**config.mk**
```make
export PLATFORM = sky130hd
export DESIGN_NAME = apb_req_scheduler
export DESIGN_NICKNAME = d
export VERILOG_FILES = /design/src/rtl/apb_req_scheduler.sv
export SDC_FILE = /design/constraint.sdc
export NUM_CORES = 1
export LEC_CHECK = 0
export CAP_MARGIN = 20
export CORE_MARGIN = 4
export CORE_UTILIZATION = 44
export CTS_CLUSTER_SIZE = 25
export DETAILED_ROUTE_END_ITERATION = 16
export GPL_ROUTABILITY_DRIVEN = 0
export PLACE_DENSITY = 0.87
export SLEW_MARGIN = 20
export SYNTH_ARGS = -nofsm -noshare
export SYNTH_HDL_FRONTEND = slang
export SYNTH_SLANG_ARGS = --single-unit
```
**constraint.sdc**
```tcl
create_clock -name PCLK -period 3.5 [get_ports PCLK]
set_clock_uncertainty 0.2 [all_clocks]
set_input_delay 0.7 -clock PCLK [delete_from_list [all_inputs] [get_ports PCLK]]
set_output_delay 0.7 -clock PCLK [all_outputs]
set_load 0.05 [all_outputs]
```
**src/rtl/apb_req_scheduler.sv**
```systemverilog
// Two-requester round-robin front end for an APB master: grants one requester,
// runs a single SETUP/ACCESS transfer and returns a registered ACK/RDATA/ERR.
module apb_req_scheduler #(
  parameter int unsigned TIMEOUT  = 255,
  parameter int unsigned SLOT_LSB = 24
) (
  input  logic        PCLK,
  input  logic        PRESETN,
  input  logic [1:0]  REQ,
  input  logic [1:0]  WR,
  input  logic [31:0] ADDR0,
  input  logic [31:0] ADDR1,
  input  logic [31:0] WDATA0,
  input  logic [31:0] WDATA1,
  output logic [1:0]  ACK,
  output logic [31:0] RDATA,
  output logic        ERR,
  output logic [15:0] PSEL,
  output logic [31:0] PADDR,
  output logic        PENABLE,
  output logic        PWRITE,
  output logic [31:0] PWDATA,
  input  logic [31:0] PRDATA,
  input  logic        PREADY,
  input  logic        PSLVERR
);

  typedef enum logic [1:0] {
    IDLE   = 2'd0,
    SETUP  = 2'd1,
    ACCESS = 2'd2
  } state_t;

  localparam int unsigned      CNT_W     = 10;
  // Timeout fires on the wait cycle that brings the count up to TIMEOUT.
  localparam logic [CNT_W-1:0] WAIT_LAST = CNT_W'(TIMEOUT - 1);

  state_t           state_q, state_d;
  logic             last_q, last_d;    // requester granted most recently
  logic             owner_q, owner_d;  // requester owning the transfer in flight
  logic [CNT_W-1:0] wait_q, wait_d;
  logic [1:0]       ack_q, ack_d;
  logic [31:0]      rdata_q, rdata_d;
  logic             err_q, err_d;
  logic [15:0]      psel_q, psel_d;
  logic [31:0]      paddr_q, paddr_d;
  logic             penable_q, penable_d;
  logic             pwrite_q, pwrite_d;
  logic [31:0]      pwdata_q, pwdata_d;

  logic             winner;
  logic [31:0]      win_addr;
  logic [31:0]      win_wdata;
  logic             win_wr;
  logic             done;
  logic             done_err;
  logic [31:0]      done_rdata;

  // Round-robin pick: on a tie the requester not granted last time wins.
  always_comb begin
    winner    = (REQ == 2'b11) ? ~last_q : REQ[1];
    win_addr  = winner ? ADDR1  : ADDR0;
    win_wdata = winner ? WDATA1 : WDATA0;
    win_wr    = WR[winner];
  end

  // A ready slave always wins over the timeout, even on the limit cycle.
  always_comb begin
    done       = 1'b0;
    done_err   = 1'b0;
    done_rdata = '0;
    if (state_q == ACCESS) begin
      if (PREADY) begin
        done       = 1'b1;
        done_err   = PSLVERR;
        done_rdata = pwrite_q ? 32'd0 : PRDATA;
      end else if (wait_q == WAIT_LAST) begin
        done     = 1'b1;
        done_err = 1'b1;
      end
    end
  end

  always_comb begin
    // NOTE: every signal assigned here gets a default first so no path leaves it unassigned and no latch is inferred.
    state_d   = state_q;
    last_d    = last_q;
    owner_d   = owner_q;
    wait_d    = wait_q;
    ack_d     = 2'b00;
    rdata_d   = '0;
    err_d     = 1'b0;
    psel_d    = psel_q;
    paddr_d   = paddr_q;
    penable_d = penable_q;
    pwrite_d  = pwrite_q;
    pwdata_d  = pwdata_q;

    case (state_q)
      IDLE: begin
        // No grant in the ACK cycle: the acknowledged requester still shows REQ high.
        if ((REQ != 2'b00) && (ack_q == 2'b00)) begin
          state_d   = SETUP;
          last_d    = winner;
          owner_d   = winner;
          psel_d    = 16'd1 << win_addr[SLOT_LSB +: 4];
          paddr_d   = win_addr;
          pwrite_d  = win_wr;
          pwdata_d  = win_wr ? win_wdata : 32'd0;
          penable_d = 1'b0;
        end
      end
      SETUP: begin
        state_d   = ACCESS;
        penable_d = 1'b1;
        wait_d    = '0;
      end
      ACCESS: begin
        if (done) begin
          state_d   = IDLE;
          ack_d     = 2'b01 << owner_q;
          rdata_d   = done_rdata;
          err_d     = done_err;
          psel_d    = '0;
          paddr_d   = '0;
          penable_d = 1'b0;
          pwrite_d  = 1'b0;
          pwdata_d  = '0;
          wait_d    = '0;
        end else begin
          wait_d = wait_q + CNT_W'(1);
        end
      end
      default: begin
        state_d = IDLE;
      end
    endcase
  end

  always_ff @(posedge PCLK) begin
    // NOTE: sequential state uses non-blocking assignments so every register samples pre-edge values.
    if (!PRESETN) begin
      // NOTE: the reset is synchronous, so it only takes effect at a clock edge; a transfer in flight is dropped without ACK.
      state_q   <= IDLE;
      last_q    <= 1'b1;
      owner_q   <= 1'b0;
      wait_q    <= '0;
      ack_q     <= 2'b00;
      rdata_q   <= '0;
      err_q     <= 1'b0;
      psel_q    <= '0;
      paddr_q   <= '0;
      penable_q <= 1'b0;
      pwrite_q  <= 1'b0;
      pwdata_q  <= '0;
    end else begin
      state_q   <= state_d;
      last_q    <= last_d;
      owner_q   <= owner_d;
      wait_q    <= wait_d;
      ack_q     <= ack_d;
      rdata_q   <= rdata_d;
      err_q     <= err_d;
      psel_q    <= psel_d;
      paddr_q   <= paddr_d;
      penable_q <= penable_d;
      pwrite_q  <= pwrite_d;
      pwdata_q  <= pwdata_d;
    end
  end

  assign ACK     = ack_q;
  assign RDATA   = rdata_q;
  assign ERR     = err_q;
  assign PSEL    = psel_q;
  assign PADDR   = paddr_q;
  assign PENABLE = penable_q;
  assign PWRITE  = pwrite_q;
  assign PWDATA  = pwdata_q;

endmodule

```
Word level (Yosys, flattened, before mapping)
Cells that the tools add are included.
- add/subtract/negate cells: 1
- magnitude comparators: 1
- eq/ne operators: 6
- shift operators: 2
- multiplexer cells: 28
- bitwise operators: 5
- reduce and logical (&&, ||, !) cells: 13
- operators with widths (cell ; number):
    $mux W32 ; 6
    $pmux W32 S2 ; 2
    $mux W16 ; 2
    $pmux W16 S2 ; 1
    $pmux W10 S2 ; 1
    $shl A1 B4 Y16 const A ; 1
    $add A10 B1 Y10 const B ; 1
    $eq A10 B8 Y1 const B ; 1
    $mux W1 ; 10
    $mux W10 ; 1
    $reduce_and A3 Y1 ; 3
    $pmux W2 S3 ; 1
    $reduce_bool A2 Y1 ; 3
    $not A1 Y1 ; 5
    $reduce_or A5 Y1 ; 1
    $eq A2 B2 Y1 const B ; 2
    $logic_not A2 Y1 ; 2
    $mux W2 ; 2
    $ne A2 B2 Y1 const B ; 2
    $reduce_and A2 Y1 ; 2
    $pmux W1 S3 ; 1
    $reduce_bool A3 Y1 ; 1
    $eq A2 B1 Y1 const B ; 1
    $lt A1 B2 Y1 const B ; 1
    other kinds (3) ; 3
- register bits after elaboration: 131
- input bits: 168
- output and inout bits: 117
- logic and storage cells: 68

Logic depth before layout (Yosys ltp)
Gate-level depths: netlist (run 1).
- depth in word-level cells: 7
- depth in mapped cells: 8
- mapped depth without buffers: 6

Worst setup path before layout (run 1)
Ideal clock, no wire load.
- path kind: input-to-reg
- from: input port REQ[1]
- to: register paddr_q[21] (netlist: PADDR[21])
- library setup time: 0.130 ns
- data arrival time: 1.836 ns
- required time: 3.170 ns
- setup slack: 1.334 ns
- stages on the path: 6
- path buffers: 3
- path through: a21boi_0 buf_2 buf_4 buf_2 mux2i_1 o22ai_1
- longest elaborated chain between the ends: 5
- elaborated cells between the ends (all ways): 9
- those cells by class: eq/ne: 2; mux: 4; reduce/logical: 3
- RTL lines (what ; RTL line ; RTL):
    start, declared ; 9 ; input logic [1:0] REQ,
    $eq A2 B2 Y1 ; 61 ; winner = (REQ == 2'b11) ? ~last_q : REQ[1];
    $mux W1 ; 61 ;
    $mux W32 ; 62 ; win_addr = winner ? ADDR1 : ADDR0;
    $mux W32 ; 102 ; if ((REQ != 2'b00) && (ack_q == 2'b00)) begin
    $pmux W32 S2 ; 99 ; case (state_q)
    end signal, assigned ; 165 ; paddr_q <= paddr_d;
    end, declared ; 46 ; logic [31:0] paddr_q, paddr_d;
Several ways; a longest one is shown, not always the timed one. The select of a mux whose other input is x is not followed.
A chain may end at the register's enable or synchronous reset.

Worst setup path after layout (run 1)
- from: register ack_q[1] (netlist: ACK[1])
- to: output port ACK[1]
- RTL lines (what ; RTL line ; RTL):
    start, declared ; 42 ; logic [1:0] ack_q, ack_d;
    start signal, assigned ; 161 ; ack_q <= ack_d;
    end, declared ; 15 ; output logic [1:0] ACK,
No word-level cell between the ends.

==> impl_metrics.toml, run 1 <==
[logic_synthesis]
synthCells = 582
ys_seq_area_share_pct = 45.7
syn_area_um2 = 5740
synthesis.nets = 756
synthDistinctLibCells = 42
ys_ff_latch = 131
ys_warn_count = 0
avgSynthCellArea_um2 = 9.86

[worst_setup_path]
slowest_delay_ns = 0.84
critPathTopFamily = "buffers and inverters"
startpoint = "ACK[1]"
endpoint_kind = "output port"
reg2reg_to = "PADDR[11]"
cp.arrival_ns = 1.65
rrSetupSlack_ns = 1.05
endpoint = "ACK[1]"
cp_cell_sequence = "clkdlybuf4s50_1"
critPathLaunchType = "register"
critPathSlowestCell = "clkdlybuf4s50_1"
worstPathMaxFanout = 4
r2r_start = "wait_q[0]"
ff2ff_path_depth = 7
cp.required_ns = 2.60
path_buf_inv = 1
cp_num_cells = 1
worst-setup-path-type = "register to output port"

[detailed_routing]
drt_iter0_markers = 254
drc = 0
antenna_left = 0
drt-total-wl_mm = 18.3
drt_first_pass_iters = 4
vias = 5337
vias_per_cell = 5.17
wl_per_cell_um = 17.8

[finish]
fin_cells = 1032
layout-area-overhead-vs-synth_pct = 60.0
drive_gt1_share_pct = 9.30
final_common_cell = "clkdlybuf4s50_1"
diodes = 0
final_nets = 1021
most-common-layout-cells = "283 x clkdlybuf4s50_1, 131 x dfxtp_1, 89 x nand2_1, 80 x mux2i_1, 44 x nand3_1"

[power]
vdd_drop_max_uv = 359
p_per_area_nw_per_um2 = 522
p_leak_nw = 3.49

[sta]
setup_viol = 0
drv_slew = 0
slew-limit-headroom_pct = 50.7
tightest_slew_ns = 0.740
rsz0062_at_grt = "false"
hold_violations = 0
fmax_mhz = 391
period_share_pct = 73.0
finalSetupTns_ns = 0
timing.final.crit_period_ns = 2.55

[outcome]
status = "complete, no violations"

[clock_network]
root_buffer = "clkbuf_16"
cts_sinks = 131
clkTransAtPathRegs_ns = 0.06
cts-htree-levels = 4
postCtsSetupRepairBufs = 0
cts_resized = 0
cts_buffers = 17
clock_latency_ns = 0.41
cts_tree = "yes"
cts_hold_buf = 0
clk_path_buf_depth = 2

[placed_design]
dp_hpwl_mm = 13.6
io_buffer_count = 284
dp.cells = 1000

[global_route]
grt_start_max_net_pins = 82
grt.total_usage_pct = 24.1
overflow = 0
antenna_found_initial = 0
grt_pass1_wl_mm = 28.0
grt_pass1_vias = 5578

[flow_run]
drv_cap = 0

[floorplan]
design.portCount = 285
die_w_um = 122
fp.coreArea_um2 = 12700
die_area_um2 = 14900
dieHeight_um = 122
start_util_pct = 45.3
placement_rows = 41

[min_path]
hp-class = "register to register"
## cell usage after synthesis (all sizes together)
| cell type | instances | share of area (%) |
|---|---|---|
| a2111oi | 1 | 0.15 |
| a211oi | 2 | 0.35 |
| a21boi | 4 | 0.52 |
| a21o | 3 | 0.39 |
| a21oi | 3 | 0.26 |
| a31oi | 1 | 0.11 |
| a41oi | 1 | 0.48 |
| and2 | 34 | 3.7 |
| and3 | 1 | 0.11 |
| and3b | 1 | 0.15 |
| and4 | 1 | 0.15 |
| and4b | 2 | 0.35 |
| buf | 20 | 3.2 |
| clkbuf | 25 | 1.6 |
| dfxtp | 131 | 46 |
| ha | 6 | 1.3 |
| inv | 5 | 0.33 |
| mux2 | 37 | 7.3 |
| mux2i | 80 | 14 |
| nand2 | 89 | 5.8 |
| nand2b | 7 | 0.76 |
| nand3 | 44 | 3.8 |
| nand3b | 3 | 0.39 |
| nand4 | 3 | 0.33 |
| nand4b | 1 | 0.15 |
| nor2 | 10 | 0.65 |
| nor2b | 2 | 0.22 |
| nor3 | 1 | 0.087 |
| nor3b | 10 | 1.3 |
| o211a | 1 | 0.17 |
| o211ai | 1 | 0.13 |
| o21ai | 2 | 0.17 |
| o22ai | 40 | 4.4 |
| o31a | 1 | 0.15 |
| or3b | 1 | 0.15 |
| xnor2 | 2 | 0.31 |
| xor2 | 6 | 0.92 |
## metrics by stage
stage / setup slack, ns / hold slack (ns) / util [%] / area, um2 / total power (W)
after detailed placement: 0.601 / 0.227 / 68.0 / 8620 / 0.00313
after CTS: 0.927 / 0.249 / 72.5 / 9190 / 0.00483
after floorplan: 1.33 / 0.213 / - / 5740 / 0.00266
after global routing: 0.889 / 0.262 / 72.5 / 9190 / 0.00497
final: 0.945 / 0.249 / 72.5 / 9190 / 0.00479
after global placement: 0.688 / 0.226 / 68.0 / 8620 / 0.00309
## layout make-up
cell class	instances	area, um2
fill	911	3490
timing repair buffer	291	2920
multi-input combinational	401	2840
sequential	131	2620
clock buffer	19	433
tap	172	215
clock inverter	13	136
inverter	5	18.8
## cells by family (layout without fill, tap and decap cells)
group / Yosys count / after routing / synth area share (%)
simple gates: 210 / 210 / 18.2
flops: 131 / 131 / 45.7
mux: 117 / 117 / 21.2
compound gates: 60 / 60 / 7.26
buf+inv: 50 / 328 / 5.12
xor+xnor: 8 / 8 / 1.22
fa+ha+maj: 6 / 6 / 1.31
## flip-flops by register name, indices dropped and copies added, names as in the netlist, 2 cells and up
register  cells
ACK           2
PWDATA       32
state_q       2
PSEL         16
wait_q       10
RDATA        32
PADDR        32
## layer usage
metal	up-vias	routed length, um	track usage (%)
met5	-	0	0
met1	2495	6300	24.5
met3	36	1610	8.02
li1	2562	-	-
met2	244	9880	44.7
met4	0	533	10.5
## report_power, final
group          switching [W]  total (W)  internal [W]
Combinational       0.000820    0.00142      0.000596
Clock               0.000648    0.00169       0.00104
Sequential         0.0000702    0.00169       0.00162
## how the worst min path moves through the flow
stage / start / depth (start not counted) / slack (ns) / endpoint
after floorplan: owner_q / 1 / 0.21 / ACK[0]
after global placement: owner_q / 1 / 0.23 / ACK[0]
after detailed placement: owner_q / 1 / 0.23 / ACK[0]
after CTS: owner_q / 1 / 0.25 / ACK[0]
after global routing: owner_q / 1 / 0.26 / ACK[0]
final: owner_q / 1 / 0.25 / ACK[0]
Note: power is estimated with default switching activity, not from simulation.
==> run 2: changes to the inputs <==
CORE_UTILIZATION = 41   (was 44)
PLACE_DENSITY = 0.82   (was 0.87)
clock period = 2.4 ns   (was 3.5 ns; I/O delays follow)
==> run 2 against run 1 <==
Wire length is 0.55% higher. Critical path type unchanged. Sequential power is 46% higher. Die area is 6.8% higher. Non-clock buffer count rose by 9. Sequential cell count did not move. Via count up 0.17%. Global-route usage fell by 1.6 points. Final cell count up 1.3%. Critical path depth is the same. Clock power up 63%.
==> impl_metrics.toml, run 2 (synthesis results as in run 1) <==
[worst_setup_path]
endpoint_kind = "output port"
cp_num_cells = 1
endpoint = "ACK[1]"
critPathTopFamily = "buffers and inverters"
cp_cell_sequence = "clkdlybuf4s50_1"
worstPathMaxFanout = 4
reg2reg_to = "PWDATA[30]"
critPathSlowestCell = "clkdlybuf4s50_1"
critPathLaunchType = "register"
path_buf_inv = 1
ff2ff_path_depth = 5
cp.arrival_ns = 1.67
r2r_start = "wait_q[2]"
rrSetupSlack_ns = 0.16
cp.required_ns = 1.72
worst-setup-path-type = "register to output port"
slowest_delay_ns = 0.86
startpoint = "ACK[1]"

[floorplan]
design.portCount = 285
die_area_um2 = 16000
placement_rows = 42
die_w_um = 126
fp.coreArea_um2 = 13500
start_util_pct = 42.7
dieHeight_um = 126

[sta]
fin_worst_hold_slack_ns = 0.171
slew-limit-headroom_pct = 56.6
period_share_pct = 97.7
rsz0062_at_grt = "false"
timing.final.crit_period_ns = 2.35
finalSetupTns_ns = 0
fmax_mhz = 426
hold_violations = 0
drv_slew = 0
tightest_slew_ns = 0.651
setup_viol = 0

[global_route]
grt_start_max_net_pins = 50
grt_pass1_wl_mm = 28.4
overflow = 0
grt_pass1_vias = 5573
grt.total_usage_pct = 22.5
antenna_found_initial = 0

[power]
p_leak_nw = 3.61
vdd_drop_max_uv = 459
p_int_w = 0.00503
pwr-share-clk_pct = 37.6
finalPower_w = 0.00732
p_per_area_nw_per_um2 = 783
power_switching_share_pct = 31.2
power.switching_w = 0.00228
combPwrFrac_pct = 28.8
pwr-share-seq_pct = 33.6

[placed_design]
dp_hpwl_mm = 13.9
io_buffer_count = 284

[clock_network]
cts_sinks = 131
postCtsSetupRepairBufs = 0
cts-htree-levels = 4
clkTransAtPathRegs_ns = 0.06
cts_tree = "yes"
cts_buffers = 17
clock_latency_ns = 0.41
clk_path_buf_depth = 2
root_buffer = "clkbuf_16"

[outcome]
status = "complete, no violations"

[finish]
final_nets = 1030
final_common_cell = "clkdlybuf4s50_1"
seq_area_um2 = 2620
multiInputGateArea_um2 = 2850
most-common-layout-cells = "276 x clkdlybuf4s50_1, 131 x dfxtp_1, 89 x nand2_1, 80 x mux2i_1, 44 x nand3_1"
drive_gt1_share_pct = 11.0
fillers = 1002
diodes = 0
layout-area-overhead-vs-synth_pct = 62.9

[detailed_routing]
wl_per_cell_um = 17.6
met1Wirelength_mm = 6.83
drt-total-wl_mm = 18.4
routed.top_layer = "met4"
antenna_left = 0
drt_iter0_markers = 306
vias = 5346
wl_met3_mm = 1.45
route.met2.wl_mm = 9.52
vias_per_cell = 5.12
drt_first_pass_iters = 5
drc = 0

[flow_run]
drv_cap = 0

[min_path]
hp-class = "input port to register"
[run 2: cell count changes in the layout (fill, tap and decap cells not counted), sizes merged]
cell	change
bufinv	+2
dlymetal6s2s	+1
clkinvlp	+1
clkbuf	+1
clkdlybuf4s50	-7
buf	+15
clkinv	-4
[run 2: how the worst min path moves through the flow]
| stage | start | to | slack [ns] | cells after the start |
|---|---|---|---|---|
| floorplan | owner_q | ACK[0] | 0.21 | 1 |
| global placement | owner_q | ACK[0] | 0.22 | 1 |
| detailed placement | owner_q | ACK[1] | 0.24 | 2 |
| CTS | PRESETN | last_q | 0.16 | 2 |
| global route | PRESETN | last_q | 0.17 | 2 |
| finish | PRESETN | last_q | 0.17 | 2 |
[run 2: what timing repair did]
item                       in CTS  in global routing
hold buffers                    0                  0
gates resized for setup         0                  2
setup endpoints to repair       0                 51
[run 2: layer usage]
metal	up-vias	global-route usage (%)
met4	0	10.3
met3	33	8.28
met5	-	0
met2	207	40.6
li1	2580	-
met1	2526	23.1
[run 2: stage by stage]
step                      utilization [%]  instances  worst slack [ns]  instance area (um2)
final                                69.5       1045            0.0541                 9350
after global routing                 69.5       1045            0.0188                 9350
after CTS                            69.4       1045            0.0470                 9340
after detailed placement             64.8       1013            -0.179                 8710
after global placement               64.8       1013           -0.0887                 8710
after floorplan                         -        582             0.396                 5740
[run 2: layout make-up]
cell class / instances / area share (%)
clock inverters: 12 / 1.93
flip-flops and latches: 131 / 28.1
multi-input cells: 401 / 30.5
well taps: 176 / 2.36
inverters: 5 / 0.201
clock buffers: 20 / 4.78
repair buffers: 300 / 32.2
[run 2: power groups by stage]
stage	clock network (W)	registers [W]	logic [W]
6_report	0.00275	0.00246	0.00211
5_1_grt	0.00288	0.00248	0.00222
4_1_cts	0.00278	0.00246	0.00212
3_5_place_dp	0	0.00250	0.00211
3_3_place_gp	0	0.00250	0.00207
2_1_floorplan	0	0.00304	0.000834
